$ cat config.mk
export PLATFORM = sky130hd
export DESIGN_NAME = cpu_mem_axi_bridge
export DESIGN_NICKNAME = d
export VERILOG_FILES = /design/src/rtl/cpu_mem_axi_bridge_pkg.sv /design/src/rtl/cpu_mem_axi_bridge.sv
export SDC_FILE = /design/constraint.sdc
export NUM_CORES = 1
export LEC_CHECK = 0
export CAP_MARGIN = 20
export CORE_AREA = 2 2 109 111
export CTS_BUF_LIST = sky130_fd_sc_hd__clkbuf_4 sky130_fd_sc_hd__clkbuf_8
export CTS_CLUSTER_SIZE = 30
export DETAILED_ROUTE_END_ITERATION = 8
export DIE_AREA = 0 0 111 113
export PLACE_DENSITY_LB_ADDON = 0.1
export SETUP_SLACK_MARGIN = 0.2
export SLEW_MARGIN = 5
export SYNTH_ARGS = -nofsm -noshare
export SYNTH_HDL_FRONTEND = slang
export SYNTH_SLANG_ARGS = --single-unit
$ cat constraint.sdc
create_clock -name clk -period 3.45 [get_ports clk]
set_input_delay 0.69 -clock clk [delete_from_list [all_inputs] [get_ports clk]]
set_output_delay 0.69 -clock clk [all_outputs]
set_load 0.01 [all_outputs]
$ cat src/rtl/cpu_mem_axi_bridge_pkg.sv
// cpu_mem_axi_bridge_pkg: FSM states and AXI encodings for the CPU data-port bridge
package cpu_mem_axi_bridge_pkg;
  typedef enum logic [2:0] {IDLE, RD_AR, RD_R, RD_RESP, WR_REQ, WR_B} state_t;
  localparam logic [2:0] AXI_SIZE_WORD = 3'b010;
  localparam logic [1:0] AXI_BURST_INCR = 2'b01;
  localparam logic [1:0] AXI_RESP_OKAY = 2'b00;
endpackage

$ cat src/rtl/cpu_mem_axi_bridge.sv
// cpu_mem_axi_bridge: CPU valid/ready data port to single-beat AXI4 master, one transaction in flight
module cpu_mem_axi_bridge
  import cpu_mem_axi_bridge_pkg::*;
#(
  parameter int ADDR_WIDTH = 32,
  parameter int DATA_WIDTH = 32
) (
  input  logic                    clk,
  input  logic                    rst_n,
  input  logic [ADDR_WIDTH-1:0]   Address,
  input  logic                    MemRead,
  input  logic                    MemWrite,
  input  logic [DATA_WIDTH-1:0]   Write_data,
  input  logic [DATA_WIDTH/8-1:0] Write_strb,
  output logic                    Mem_Req_Ready,
  output logic [DATA_WIDTH-1:0]   Read_data,
  output logic                    Read_data_Valid,
  input  logic                    Read_data_Ready,
  output logic [ADDR_WIDTH-1:0]   cpu_mem_araddr,
  output logic                    cpu_mem_arvalid,
  input  logic                    cpu_mem_arready,
  output logic [2:0]              cpu_mem_arsize,
  output logic [1:0]              cpu_mem_arburst,
  output logic [7:0]              cpu_mem_arlen,
  input  logic [DATA_WIDTH-1:0]   cpu_mem_rdata,
  input  logic [1:0]              cpu_mem_rresp,
  input  logic                    cpu_mem_rlast,
  input  logic                    cpu_mem_rvalid,
  output logic                    cpu_mem_rready,
  output logic [ADDR_WIDTH-1:0]   cpu_mem_awaddr,
  output logic                    cpu_mem_awvalid,
  input  logic                    cpu_mem_awready,
  output logic [2:0]              cpu_mem_awsize,
  output logic [1:0]              cpu_mem_awburst,
  output logic [7:0]              cpu_mem_awlen,
  output logic [DATA_WIDTH-1:0]   cpu_mem_wdata,
  output logic [DATA_WIDTH/8-1:0] cpu_mem_wstrb,
  output logic                    cpu_mem_wlast,
  output logic                    cpu_mem_wvalid,
  input  logic                    cpu_mem_wready,
  input  logic [1:0]              cpu_mem_bresp,
  input  logic                    cpu_mem_bvalid,
  output logic                    cpu_mem_bready,
  output logic                    bus_err
);
  state_t state_q, state_d;
  logic [ADDR_WIDTH-1:0] addr_q;
  logic [DATA_WIDTH-1:0] wdata_q, rdata_q;
  logic [DATA_WIDTH/8-1:0] wstrb_q;
  logic aw_done, w_done, accept, aw_fire, w_fire, r_fire, b_fire;
  logic unused;
  // rlast is redundant with arlen=0; word address drops the byte offset
  assign unused = ^{cpu_mem_rlast, addr_q[1:0]};
  assign Mem_Req_Ready = state_q == IDLE;
  assign Read_data_Valid = state_q == RD_RESP;
  assign Read_data = rdata_q;
  assign cpu_mem_arvalid = state_q == RD_AR;
  assign cpu_mem_rready = state_q == RD_R;
  assign cpu_mem_awvalid = state_q == WR_REQ && !aw_done;
  assign cpu_mem_wvalid = state_q == WR_REQ && !w_done;
  assign cpu_mem_bready = state_q == WR_B;
  assign cpu_mem_araddr = {addr_q[ADDR_WIDTH-1:2], 2'b00};
  assign cpu_mem_awaddr = {addr_q[ADDR_WIDTH-1:2], 2'b00};
  assign cpu_mem_wdata = wdata_q;
  assign cpu_mem_wstrb = wstrb_q;
  assign cpu_mem_arsize = AXI_SIZE_WORD;
  assign cpu_mem_awsize = AXI_SIZE_WORD;
  assign cpu_mem_arburst = AXI_BURST_INCR;
  assign cpu_mem_awburst = AXI_BURST_INCR;
  assign cpu_mem_arlen = 8'd0;
  assign cpu_mem_awlen = 8'd0;
  assign cpu_mem_wlast = 1'b1;
  assign accept = Mem_Req_Ready && (MemRead || MemWrite);
  assign aw_fire = cpu_mem_awvalid && cpu_mem_awready;
  assign w_fire = cpu_mem_wvalid && cpu_mem_wready;
  assign r_fire = cpu_mem_rready && cpu_mem_rvalid;
  assign b_fire = cpu_mem_bready && cpu_mem_bvalid;
  always_comb begin
    state_d = state_q;
    case (state_q)
      IDLE:    state_d = MemWrite ? WR_REQ : MemRead ? RD_AR : IDLE;
      RD_AR:   state_d = cpu_mem_arready ? RD_R : RD_AR;
      RD_R:    state_d = cpu_mem_rvalid ? RD_RESP : RD_R;
      RD_RESP: state_d = Read_data_Ready ? IDLE : RD_RESP;
      WR_REQ:  state_d = (aw_done || aw_fire) && (w_done || w_fire) ? WR_B : WR_REQ;
      WR_B:    state_d = cpu_mem_bvalid ? IDLE : WR_B;
      default: state_d = IDLE;
    endcase
  end
  always_ff @(posedge clk) begin
    if (!rst_n) begin
      state_q <= IDLE;
      addr_q <= '0;
      wdata_q <= '0;
      wstrb_q <= '0;
      rdata_q <= '0;
      aw_done <= 1'b0;
      w_done <= 1'b0;
      bus_err <= 1'b0;
    end else begin
      state_q <= state_d;
      if (accept) begin
        addr_q <= Address;
        wdata_q <= Write_data;
        wstrb_q <= Write_strb;
        aw_done <= 1'b0;
        w_done <= 1'b0;
      end
      if (aw_fire) aw_done <= 1'b1;
      if (w_fire) w_done <= 1'b1;
      if (r_fire) rdata_q <= cpu_mem_rdata;
      if ((r_fire && cpu_mem_rresp != AXI_RESP_OKAY) || (b_fire && cpu_mem_bresp != AXI_RESP_OKAY))
        bus_err <= 1'b1;
    end
  end
endmodule

==> flow_metrics.env, run 1 <==
export IMPL_cts_reportedPaths_clkPinSlew_ns=0.09
export IMPL_hold_ws_ns=0.457
export IMPL_grt_max_degree=68
export IMPL_multi_input_area_um2=2030
export IMPL_antenna_found_initial=0
export IMPL_yosysTopAreaCellShare=0.443
export IMPL_setup_viol=0
export IMPL_syn_area_per_cell_um2=8.52
export IMPL_ys_async_sr_fraction=0
export IMPL_p_total_mw=2.78
export IMPL_worst_clock_skew_ns=0.00841
export IMPL_ys_top_cells_by_count="dfxtp_1, a21boi_0, nand2_1, o21ai_0, nand3_1"
export IMPL_fillerInstances=996
export IMPL_fin_nets=853
export IMPL_die_h_um=113
export IMPL_die_w_um=111
export IMPL_r2r_cells=5
export IMPL_viasPerCell=5.00
export IMPL_cp_end_kind="output port"
export IMPL_grt_pass1_wl_um=21500
export IMPL_antenna_left=0
export IMPL_grt_overflow_total=0
export IMPL_pwr_share_comb=0.261
export IMPL_fin_ws_ns=0.651
export IMPL_synth_most_common_cell="dfxtp_1"
export IMPL_clockRootBuffer="clkbuf_8"
export IMPL_cts_tree="done"
export IMPL_rsz0062_at_grt="no"
export IMPL_pwr_density_cell_nw_per_um2=395
export IMPL_place_ws_ns=0.826
export IMPL_synth_enable_flop_cells=0
export IMPL_die_area_um2=12500
export IMPL_period_share=0.811
export IMPL_firstDrtPassIters=4
export IMPL_insertion_delay_ns=0.35
export IMPL_synthesis_area_um2=4700
export IMPL_worstPathRequired_ns=2.76
export IMPL_slew_headroom=0.526
export IMPL_syn_to_final_growth_pct=49.6
export IMPL_hold_buffers=0
export IMPL_drv_cap=0
export IMPL_power_switching_mw=0.793
export IMPL_num_rows=39
export IMPL_drt_first_iter_violations=302
export IMPL_seqPwrFrac=0.482
export IMPL_dr_total_vias=4431
export IMPL_slew_violations=0
export IMPL_ioPinCount=282
export IMPL_p_int_mw=1.98
export IMPL_cts_buffer_depth=2
export IMPL_post_route_min_period_ns=2.80
export IMPL_arrival_ns=2.11
export IMPL_post_cts_buffers=0
export IMPL_synth_top_cell_by_area="dfxtp_1"
export IMPL_switching_share=0.286
export IMPL_remaining_drc_errors=0
export IMPL_startpoint="state_q[2]$_SDFF_PN0_"
export IMPL_worstMarginPinSlew_ns=0.711
export IMPL_drt_total_wl_um=13700
export IMPL_fin_util=0.624
export IMPL_worstSetupStartpointType="register"
export IMPL_synth_area_leaders="dfxtp_1, a21boi_0, buf_4"
export IMPL_cts_resized=0
export IMPL_register_area_um2=2080
export IMPL_r2r_end="addr_q[14]$_SDFFE_PN0P_"
export IMPL_synthDistinctLibCells=34
export IMPL_wire_per_inst_um=15.5
export IMPL_synth_seq_cells=104
export IMPL_outcome="finished, final reports clean"
export IMPL_antenna_cells=0
export IMPL_layout_drive_gt1_share=0.0458
export IMPL_cts_sinks=104
export IMPL_worstHoldPathType="register to register"
export IMPL_ff2ff_setup_slack_ns=1.45
export IMPL_r2r_start="state_q[2]$_SDFF_PN0_"
export IMPL_yosysSeqAreaShare=0.443
export IMPL_critPathMaxFanout=12
export IMPL_finalHoldViolations=0
export IMPL_criticalPathCategory="register to output port"
export IMPL_cts_htree_levels=3
export IMPL_yosysWarnings=0
export IMPL_grt_pass1_vias=4161
export IMPL_fin_setup_tns_ns=0
export IMPL_synthCells=552
export IMPL_power_leakage_nw=2.50
export IMPL_finalWeightedCongestion=0.815
export IMPL_power_share_clock=0.257
export IMPL_port_buffers=247
export IMPL_grt_use_total=0.209
export IMPL_endpoint="cpu_mem_awvalid"
export IMPL_core_um2=11300
export IMPL_initial_core_util=0.417
export IMPL_cts_buffers=9
export IMPL_vdd_ir_drop_max_mv=0.239
export IMPL_synth_flop_cell="dfxtp_1"
export IMPL_post_dp_hpwl_um=9610
export IMPL_clock_fmax_mhz=357
cell type report:
cell class	count	area share
multi-input cells	364	0.289
inverters	2	0.00178
flip-flops and latches	104	0.296
clock buffers	12	0.0217
clock inverters	4	0.00427
repair buffers	257	0.362
well taps	143	0.0254
kinds of logic after synthesis:
kind of cell,count (synthesis),share of synthesized area
other cells,2,0.00160
buf+inv,113,0.153
mux,1,0.00213
flops,104,0.443
compound gates,175,0.243
simple gates,157,0.158
power groups by stage:
stage / clock network [mW] / registers (mW) / logic, mW
2_1_floorplan: 0 / 1.39 / 0.370
3_3_place_gp: 0 / 1.36 / 0.719
3_5_place_dp: 0 / 1.37 / 0.729
4_1_cts: 0.742 / 1.34 / 0.732
5_1_grt: 0.787 / 1.35 / 0.782
6_report: 0.712 / 1.34 / 0.726
per-stage QoR:
step	area [um2]	instances
after global routing	7030	886
after detailed placement	6850	870
after global placement	6850	870
after CTS	7030	886
after floorplan	4810	581
final	7030	886
worst max-delay path, stage by stage, from the launching register on:
cell and delay (ns):
dfxtp_1 0.60, or3b_2 0.51, nor2_1 0.11, clkdlybuf4s50_1 0.54
layout by cell type (no fill, tap or decap), types with 2 or more instances in the layout:
cell type and instances:
nor3b_1 4, clkbuf_4 2, o21ai_0 68, buf_4 10
dfxtp_1 104, nor2b_1 6, nand3_1 66, conb_1 31
nand2_1 68, clkinv_4 3, clkdlybuf4s50_1 246, a21oi_1 2
or2_2 2, nor2_1 4, clkbuf_8 10, a21boi_0 72
a21boi_1 26
sequential cells by signal, indices dropped and copies added (netlist names):
signal and flops:
state_q 3, cpu_mem_wstrb 4, bus_err 1, w_done 1, addr_q 30, cpu_mem_wdata 32, Read_data 32, aw_done 1
worst min path at each step:
stage | startpoint | to | slack, ns | cells after the start
floorplan | w_done$_SDFFE_PN0P_ | w_done$_SDFFE_PN0P_ | 0.46 | 2
global placement | Read_data[25]$_SDFFE_PN0P_ | Read_data[25]$_SDFFE_PN0P_ | 0.44 | 2
detailed placement | Read_data[29]$_SDFFE_PN0P_ | Read_data[29]$_SDFFE_PN0P_ | 0.45 | 2
CTS | Read_data[29]$_SDFFE_PN0P_ | Read_data[29]$_SDFFE_PN0P_ | 0.46 | 2
global route | Read_data[25]$_SDFFE_PN0P_ | Read_data[25]$_SDFFE_PN0P_ | 0.49 | 2
finish | Read_data[25]$_SDFFE_PN0P_ | Read_data[25]$_SDFFE_PN0P_ | 0.46 | 2
metal layers:
metal / GRT usage / routed length, um / vias up
li1: - / - / 2156
met1: 0.242 / 5490 / 2071
met2: 0.362 / 6710 / 185
met3: 0.0782 / 1220 / 19
met4: 0.0583 / 273 / 0
met5: 0 / 0 / -
Power figures use the tool's default switching activity.
==> run 2, diff against run 1 <==
--- a/config.mk
+++ b/config.mk
@@ -6,11 +6,10 @@
 export NUM_CORES = 1
 export LEC_CHECK = 0
 export CAP_MARGIN = 20
-export CORE_AREA = 2 2 109 111
+export CORE_UTILIZATION = 35
 export CTS_BUF_LIST = sky130_fd_sc_hd__clkbuf_4 sky130_fd_sc_hd__clkbuf_8
 export CTS_CLUSTER_SIZE = 30
 export DETAILED_ROUTE_END_ITERATION = 8
-export DIE_AREA = 0 0 111 113
 export PLACE_DENSITY_LB_ADDON = 0.1
 export SETUP_SLACK_MARGIN = 0.2
 export SLEW_MARGIN = 5
==> constraint.sdc (replaced) <==
create_clock -name clk -period 2.4 [get_ports clk]
set_input_delay 0.48 -clock clk [delete_from_list [all_inputs] [get_ports clk]]
set_output_delay 0.48 -clock clk [all_outputs]
set_load 0.01 [all_outputs]
==> run 2 against run 1 <==
Against the previous run: hold slack got worse by 0.0013 ns; combinational power grew 45%; worst setup slack worse by 0.36 ns; register-to-register slack got worse by 1.0 ns; sequential power rose by 43%; cell count grew 3.2%; clock skew rose by 0.0036 ns; non-clock buffer count decreased by 1; via count down 1.8%; clock power grew 54%; critical endpoint is now cpu_mem_wvalid.
==> flow_metrics.env, run 2 (same netlist as run 1, synthesis figures left out) <==
export IMPL_power_leakage_nw=2.57
export IMPL_worstSetupStartpointType="register"
export IMPL_p_int_mw=2.92
export IMPL_cts_reportedPaths_clkPinSlew_ns=0.09
export IMPL_slew_headroom=0.493
export IMPL_clockRootBuffer="clkbuf_8"
export IMPL_die_h_um=118
export IMPL_power_switching_mw=1.14
export IMPL_pwr_share_comb=0.259
export IMPL_critPathBufInv=1
export IMPL_seqPwrFrac=0.470
export IMPL_r2r_cells=6
export IMPL_grt_overflow_total=0
export IMPL_dr_total_vias=4353
export IMPL_slew_violations=0
export IMPL_rsz0062_at_grt="no"
export IMPL_fillerInstances=1161
export IMPL_viasPerCell=4.76
export IMPL_ioPinCount=282
export IMPL_antenna_found_initial=0
export IMPL_fin_util=0.552
export IMPL_placed_cell_area_um2=6910
export IMPL_finalWeightedCongestion=0.774
export IMPL_switching_share=0.281
export IMPL_outcome="finished, final reports clean"
export IMPL_cts_htree_levels=3
export IMPL_grt_pass1_wl_um=21600
export IMPL_r2r_start="state_q[2]$_SDFF_PN0_"
export IMPL_slowest_delay_ns=0.51
export IMPL_cts_buffer_depth=2
export IMPL_r2r_end="cpu_mem_wstrb[0]$_SDFFE_PN0P_"
export IMPL_p_total_mw=4.07
export IMPL_post_dp_hpwl_um=8860
export IMPL_insertion_delay_ns=0.36
export IMPL_hold_start="Read_data[25]$_SDFFE_PN0P_"
export IMPL_clock_fmax_mhz=473
export IMPL_worstPathRequired_ns=1.92
export IMPL_wire_per_inst_um=14.6
export IMPL_period_share=0.881
export IMPL_slowest_stage="or3b_2"
export IMPL_cts_tree="done"
export IMPL_remaining_drc_errors=0
export IMPL_cts_buffers=9
export IMPL_worstMarginPinSlew_ns=0.761
export IMPL_post_cts_buffers=0
export IMPL_antenna_cells=0
export IMPL_drt_total_wl_um=13400
export IMPL_worstHoldPathType="register to register"
export IMPL_grt_max_degree=104
export IMPL_post_route_min_period_ns=2.11
export IMPL_core_um2=12900
export IMPL_pwr_density_cell_nw_per_um2=572
export IMPL_die_w_um=118
export IMPL_antenna_left=0
export IMPL_criticalPathCategory="register to output port"
export IMPL_ff2ff_setup_slack_ns=0.41
export IMPL_mostFrequentLayoutCells="clkdlybuf4s50_1, dfxtp_1, a21boi_0, o21ai_0, nand2_1"
export IMPL_cp_end_kind="output port"
export IMPL_crit_family="simple AND/OR/NAND/NOR gates"
export IMPL_layout_drive_gt1_share=0.0499
export IMPL_path_cells="or3b_2 -> nor2_1 -> dlygate4sd2_1"
export IMPL_worst_clock_skew_ns=0.0121
export IMPL_hold_ws_ns=0.456
export IMPL_grt_use_total=0.191
export IMPL_whs_endpoint="Read_data[25]$_SDFFE_PN0P_"
export IMPL_syn_to_final_growth_pct=51.3
export IMPL_num_rows=41
export IMPL_drt_first_iter_violations=253
export IMPL_fin_setup_tns_ns=0
export IMPL_drv_cap=0
export IMPL_layout_commonest_cell="clkdlybuf4s50_1"
export IMPL_power_share_clock=0.271
export IMPL_arrival_ns=1.63
export IMPL_die_area_um2=13900
export IMPL_firstDrtPassIters=6
export IMPL_fin_nets=852
export IMPL_cts_sinks=104
export IMPL_critPathMaxFanout=12
export IMPL_initial_core_util=0.365
export IMPL_grt_pass1_vias=4178
export IMPL_setup_viol=0
export IMPL_design_area_um2=7110
export IMPL_vdd_ir_drop_max_mv=0.399
export IMPL_min_path_cells=2
export IMPL_port_buffers=247
export IMPL_finalHoldViolations=0
run 2: changes by cell type in the layout (fill, tap and decap cells not counted), moves of 2 or more:
cell	change
clkdlybuf4s50_1	-7
buf_4	-4
dlymetal6s2s_1	+2
buf_12	+3
dlygate4sd2_1	+4
clkinv_4	-2
dfxtp_1	-2
run 2: worst max-delay path by stage:
stage,from,cells after the start,to
floorplan,state_q[2]$_SDFF_PN0_,3,cpu_mem_awvalid
global placement,state_q[1]$_SDFF_PN0_,3,cpu_mem_awvalid
detailed placement,state_q[1]$_SDFF_PN0_,3,cpu_mem_awvalid
CTS,state_q[2]$_SDFF_PN0_,4,Read_data_Valid
global route,state_q[2]$_SDFF_PN0_,6,addr_q[28]$_SDFFE_PN0P_
finish,state_q[1]$_SDFF_PN0_,3,cpu_mem_wvalid
run 2: area by class of cell:
type / count / area [um2] / area share
Clock buffer: 11 / 139 / 0.0195
Clock inverter: 5 / 56.3 / 0.00792
Inverter: 2 / 12.5 / 0.00176
Multi-Input combinational cell: 364 / 2030 / 0.286
Sequential cell: 104 / 2090 / 0.293
Tap cell: 172 / 215 / 0.0303
Timing Repair Buffer: 256 / 2570 / 0.361
run 2: metal layers:
| metal | GRT usage | routed length, um |
|---|---|---|
| met5 | 0 | 0 |
| met4 | 0.0617 | 256 |
| met2 | 0.329 | 6510 |
| met3 | 0.0591 | 966 |
| met1 | 0.223 | 5650 |
run 2: stage by stage:
| step | std cells | setup WS (ns) |
|---|---|---|
| 5_1_grt | 914 | 0.214 |
| 6_report | 914 | 0.287 |
| 4_1_cts | 914 | 0.214 |
| 3_5_place_dp | 898 | 0.336 |
| 3_3_place_gp | 898 | 0.330 |
| 2_1_floorplan | 581 | 0.795 |
run 2: timing repair:
item / in CTS / in global routing
gates resized for setup: 9 / 4
endpoints found under the setup margin: 7 / 3
hold buffers: 0 / 0
cloned: 0 / 0
run 2: power by group through the flow:
stage	Clock, mW	Sequential, mW	Combinational [mW]
detailed placement	0	1.96	1.07
finish	1.10	1.91	1.05
global placement	0	1.95	1.06
global route	1.21	1.93	1.14
floorplan	0	2.00	0.531
CTS	1.14	1.92	1.06
run 2: worst min-delay path, cell delays in order, from the launching register on:
cell,delay (ns)
dfxtp_1,0.32
nand2_1,0.05
a21boi_1,0.05
